### config.mk
export PLATFORM = sky130hd
export DESIGN_NAME = display_7seg_words
export DESIGN_NICKNAME = d
export VERILOG_FILES = /design/src/rtl/display_7seg_words.sv
export SDC_FILE = /design/constraint.sdc
export NUM_CORES = 1
export LEC_CHECK = 0
export CAP_MARGIN = 10
export CORE_MARGIN = 1
export CORE_UTILIZATION = 40
export CTS_CLUSTER_DIAMETER = 40
export DETAILED_ROUTE_END_ITERATION = 10
export PLACE_DENSITY = 0.81
export SETUP_SLACK_MARGIN = 0.1
export SLEW_MARGIN = 20
export SYNTH_ARGS = -nofsm -noshare
export SYNTH_HDL_FRONTEND = slang
export SYNTH_SLANG_ARGS = --single-unit
### constraint.sdc
create_clock -name clk -period 2 [get_ports clk]
set_input_delay 0.4 -clock clk [delete_from_list [all_inputs] [get_ports clk]]
set_output_delay 0.4 -clock clk [all_outputs]
set_load 0.05 [all_outputs]
### src/rtl/display_7seg_words.sv
// Four-digit 7-segment word display. It shows blank, PUSH, GOOd or FAIL according to mode.
// Outputs are registered with one clock of latency. There is no handshake, and mode is sampled on every edge.
module display_7seg_words (
  input  logic       clk,
  input  logic       rst,
  input  logic [1:0] mode,
  output logic [6:0] display_words_3,
  output logic [6:0] display_words_2,
  output logic [6:0] display_words_1,
  output logic [6:0] display_words_0
);

  // Internal character codes. Codes 12..15 are unused and render blank.
  localparam logic [3:0] CH_BLANK = 4'd0;
  localparam logic [3:0] CH_P     = 4'd1;
  localparam logic [3:0] CH_U     = 4'd2;
  localparam logic [3:0] CH_S     = 4'd3;
  localparam logic [3:0] CH_H     = 4'd4;
  localparam logic [3:0] CH_G     = 4'd5;
  localparam logic [3:0] CH_O     = 4'd6;
  localparam logic [3:0] CH_D     = 4'd7;
  localparam logic [3:0] CH_F     = 4'd8;
  localparam logic [3:0] CH_A     = 4'd9;
  localparam logic [3:0] CH_I     = 4'd10;
  localparam logic [3:0] CH_L     = 4'd11;

  localparam logic [6:0] SEG_BLANK = 7'b1111111;

  // Segment order is {g,f,e,d,c,b,a}. Segments are active-low for common-anode parts.
  function automatic logic [6:0] char_to_seg(input logic [3:0] code);
    logic [6:0] seg;
    case (code)
      CH_P:    seg = 7'b0001100;
      CH_U:    seg = 7'b1000001;
      CH_S:    seg = 7'b0010010;
      CH_H:    seg = 7'b0001001;
      CH_G:    seg = 7'b1000010;
      CH_O:    seg = 7'b1000000;
      CH_D:    seg = 7'b0100001;
      CH_F:    seg = 7'b0001110;
      CH_A:    seg = 7'b0001000;
      CH_I:    seg = 7'b1111001;
      CH_L:    seg = 7'b1000111;
      default: seg = SEG_BLANK;
    endcase
    return seg;
  endfunction

  logic [3:0] char3, char2, char1, char0;

  always_comb begin
    char3 = CH_BLANK;
    char2 = CH_BLANK;
    char1 = CH_BLANK;
    char0 = CH_BLANK;
    case (mode)
      2'b01: begin
        char3 = CH_P; char2 = CH_U; char1 = CH_S; char0 = CH_H;
      end
      2'b10: begin
        char3 = CH_G; char2 = CH_O; char1 = CH_O; char0 = CH_D;
      end
      2'b11: begin
        char3 = CH_F; char2 = CH_A; char1 = CH_I; char0 = CH_L;
      end
      default: begin
        char3 = CH_BLANK; char2 = CH_BLANK; char1 = CH_BLANK; char0 = CH_BLANK;
      end
    endcase
  end

  logic [6:0] digit3_d, digit2_d, digit1_d, digit0_d;
  logic [6:0] digit3_q, digit2_q, digit1_q, digit0_q;

  always_comb begin
    digit3_d = char_to_seg(char3);
    digit2_d = char_to_seg(char2);
    digit1_d = char_to_seg(char1);
    digit0_d = char_to_seg(char0);
  end

  // All four digits share one register stage, so a word change is never seen half-applied.
  always_ff @(posedge clk) begin
    if (rst) begin
      digit3_q <= SEG_BLANK;
      digit2_q <= SEG_BLANK;
      digit1_q <= SEG_BLANK;
      digit0_q <= SEG_BLANK;
    end else begin
      digit3_q <= digit3_d;
      digit2_q <= digit2_d;
      digit1_q <= digit1_d;
      digit0_q <= digit0_d;
    end
  end

  assign display_words_3 = digit3_q;
  assign display_words_2 = digit2_q;
  assign display_words_1 = digit1_q;
  assign display_words_0 = digit0_q;

endmodule

# Word-level counts from Yosys, hierarchy flattened
# Memory sizes are Yosys's and may differ from the RTL's. A register that Yosys moved wholly into a read port is not among the register bits.
# Index checks and enable logic that the tools add are counted.
# totals
reg_bits	0
latch_bits	0
mem_bits_rw	0
mem_bits_ro	448
inputBits	4
out_inout_bits	28
memories	4
# classes
n_addsub	0
mul	0
div	0
n_lt_le_gt_ge	0
n_eq_ne	3
shift	0
mux	4
n_bitwise	0
reduce_logical	0
# mem_list
name	words	word_bits	rd	rd_clocked_by_memory_dff	write_ports	line	text
(no name shown)	16	7	1	1	0	32	case (code)
(no name shown)	16	7	1	1	0	32	
(no name shown)	16	7	1	1	0	32	
(no name shown)	16	7	1	1	0	32	
# ops
operator	count
4-bit case mux with 3 select lines	4
2-bit == test (second input constant)	2
2-bit by 1-bit == test with 1-bit output (second input constant)	1

# Logic depth before layout (Yosys ltp)
# logic_depth
ltp_word	2
depth_mapped	4
ltp_nobuf	4

# Least setup slack after synthesis
# OpenSTA, ideal clock, no wires.
# synth_path
path_kind	register -> output
startpoint	register display_words_3[5] (netlist name)
endpoint	output port display_words_1[2]
arrival_ns	1.033
slack_ns	0.567
stages_incl_launch_ff	2
n_path_buf	1
cell_sequence	dfxtp_1 buf_4
# synth_lines
element	line	text
to (decl)	9	output logic [6:0] display_words_1,

==> flow_metrics.env <==
export IMPL_run_status="finished clean"
export IMPL_power_switching_fraction_pct=37.4
export IMPL_syn_area_per_cell_um2=10.1
export IMPL_timing_final_crit_share_pct=89.0
export IMPL_detail_route_antenna_nets=0
export IMPL_net_switching_power_mw=0.236
export IMPL_first_global_vias=396
export IMPL_synth_area_top_cells="sky130_fd_sc_hd__dfxtp_1, sky130_fd_sc_hd__buf_4, sky130_fd_sc_hd__ha_1, sky130_fd_sc_hd__nand2b_1, sky130_fd_sc_hd__a21o_1"
export IMPL_rsz0062_at_grt="no"
export IMPL_row_count=13
export IMPL_min_from="rst"
export IMPL_worst_path_max_delay_cell="sky130_fd_sc_hd__clkdlybuf4s50_1"
export IMPL_totalNegativeSetupSlack_ns=0
export IMPL_tritoncts="built"
export IMPL_avg_vias_per_cell=4.52
export IMPL_worst_slew_pin_slew_ns=0.498
export IMPL_worst_setup_path_end_kind="output port"
export IMPL_crit_type="register to output port"
export IMPL_number_of_primary_i_o_pins=32
export IMPL_ctsLongestPathBuffers=2
export IMPL_max_stage_delay_ns=0.80
export IMPL_die_height_um=41.6
export IMPL_globalRouteTotalUtil_pct=11.9
export IMPL_report_final_slew_viol_count=0
export IMPL_buffer_ports_inserted=31
export IMPL_post_synth_inst_count=62
export IMPL_core_region_area_mm2=0.00138
export IMPL_pin_count_of_the_biggest_net_entering_global_routing=11
export IMPL_placed_cells=92
export IMPL_cts_hold_buf=0
export IMPL_clockRootBuffer="sky130_fd_sc_hd__clkbuf_4"
export IMPL_non_filler_cells_in_the_finished_layout=95
export IMPL_combinationalPowerShare_pct=37.2
export IMPL_slew_headroom_pct=66.7
export IMPL_die_area_mm2=0.00173
export IMPL_final_period_minus_worst_setup_slack_ns=1.78
export IMPL_cts_post_setup_buffers_inserted=0
export IMPL_timing_critical_path_required_ns=1.60
export IMPL_worst_path_buf_inv=1
export IMPL_gp_routability_congestion=0.720
export IMPL_clock_tree_htree_level_count=1
export IMPL_power_density_mw_per_mm2=753
export IMPL_ctsResizeCount=5
export IMPL_layout_cells_most_common="sky130_fd_sc_hd__clkdlybuf4s50_1"
export IMPL_worst_ep_arrival_time_ns=1.38
export IMPL_yosys_warnings=0
export IMPL_drc=0
export IMPL_layout_area_overhead_vs_synth_pct=33.7
export IMPL_detail_route_first_pass_iterations=4
export IMPL_synth_top_area_share_pct=38.3
export IMPL_clkPwrFrac_pct=21.6
export IMPL_post_place_ws_ns=0.0436
export IMPL_cellLeakagePower_nw=0.388
export IMPL_nets=94
export IMPL_yosysUniqueCellTypes=19
export IMPL_internal_power_mw=0.395
export IMPL_synthesis_area_um2=627
export IMPL_first_pass_grt_wire_length_um=1570
export IMPL_power_ir_vdd_worst_mv=0.339
export IMPL_worst_hold_path_type="primary input to register"
export IMPL_drive_gt1_share_pct=20.0
export IMPL_drt_wirelength_per_cell_um=9.66
export IMPL_crit_chain="clkdlybuf4s50_1"
export IMPL_report_final_hold_viol_count=0
export IMPL_wirelength_routed_um=918
export IMPL_startpoint="display_words_3[2]"
export IMPL_drt_iter0_markers=3
export IMPL_cts_sink_count=12
export IMPL_final_design_area_no_fill_um2=838
export IMPL_yosys_register_bits=12
export IMPL_grt_antenna_before_repair=0
export IMPL_worst_path_max_fanout=2
export IMPL_start_util_pct=45.3
export IMPL_route_vias_total=429
export IMPL_worst_path_dominant_cell_family="buffers and inverters"
export IMPL_n_antenna_cell=0
export IMPL_cap_viol_max_count=0
export IMPL_setup_viol_count_final=0
export IMPL_cts_made_buffers=3
export IMPL_syn_num_nets=74
export IMPL_clk_pin_slew_worst_paths_ns=0.06
export IMPL_share_of_the_yosys_chip_area_belonging_to_registers_pct=38.3
export IMPL_grt_overflow_total=0
export IMPL_die_x_um=41.6
export IMPL_placed_cell_area_um2=817
export IMPL_synth_top_area_cell="sky130_fd_sc_hd__dfxtp_1"
export IMPL_pwr_share_seq_pct=41.2
export IMPL_finalWorstSetupSlack_ns=0.220
export IMPL_highest_count_cells_in_the_layout_ignoring_fill_and_taps="sky130_fd_sc_hd__clkdlybuf4s50_1, sky130_fd_sc_hd__dfxtp_1, sky130_fd_sc_hd__buf_4"
export IMPL_max_freq_mhz=562
export IMPL_cp_start_kind="register"
export IMPL_finalPower_mw=0.631
==> layer usage <==
layer | routed length (µm) | track usage, % | up-vias
met3 | 92 | 2.61 | 2
li1 | - | - | 216
met2 | 404 | 20.6 | 27
met4 | 19 | 9.68 | 0
met1 | 402 | 11.9 | 184
met5 | 0 | 0 | -
==> per-stage QoR <==
stage	hold WS, ns	util, %
floorplan	0.518	-
global placement	0.965	59.1
detailed placement	0.980	59.1
CTS	0.757	60.3
global route	0.796	60.6
finish	0.763	60.6
==> kinds of logic after synthesis <==
| family | after synthesis | share of synthesized area (%) |
|---|---|---|
| AOI/OAI and AO/OA | 6 | 6.39 |
| adders and majority gates | 8 | 16.0 |
| muxes | 2 | 3.39 |
| DFF | 12 | 38.3 |
| and+or+nand+nor | 14 | 13.8 |
| buffers and inverters | 20 | 22.2 |
==> state kept, by name, indices dropped and copies added (netlist names) <==
register	count
display_words_2	2
display_words_3	4
display_words_0	4
display_words_1	2
==> path summary, 6_finish.rpt <==
check | endpoint | slack [ns] | cells after the start
worst min-delay path | display_words_3[2] | 0.76 | 2
worst max-delay path | display_words_1[4] | 0.22 | 1
==> final cells by class <==
type                            instances  area, µm²
Sequential cell                        12        240
Fill cell                             135        544
Tap cell                               15       18.8
Inverter                                2       7.51
Timing Repair Buffer                   33        302
Clock buffer                            3       22.5
Multi-Input combinational cell         30        248
==> cell usage after synthesis <==
cell,instances
sky130_fd_sc_hd__or3_1,1
sky130_fd_sc_hd__nand2b_1,7
sky130_fd_sc_hd__o21ai_0,1
sky130_fd_sc_hd__or3b_1,1
sky130_fd_sc_hd__inv_1,2
sky130_fd_sc_hd__clkbuf_1,1
sky130_fd_sc_hd__buf_4,17
sky130_fd_sc_hd__or2_2,1
sky130_fd_sc_hd__o21bai_1,1
sky130_fd_sc_hd__nor3_1,1
sky130_fd_sc_hd__a21o_1,3
sky130_fd_sc_hd__mux2i_1,1
sky130_fd_sc_hd__ha_1,8
sky130_fd_sc_hd__nand2_1,1
sky130_fd_sc_hd__nor2b_1,1
sky130_fd_sc_hd__a21oi_1,1
sky130_fd_sc_hd__dfxtp_1,12
sky130_fd_sc_hd__or2_1,1
sky130_fd_sc_hd__mux2_2,1
==> power groups by stage <==
stage          logic, mW  registers (mW)  clock network (mW)
6_report           0.235           0.260               0.136
5_1_grt            0.245           0.263               0.159
4_1_cts            0.237           0.261               0.141
3_5_place_dp       0.241           0.267                   0
3_3_place_gp       0.239           0.266                   0
2_1_floorplan      0.143           0.315                   0
Note: power is estimated with default switching activity, not from simulation.
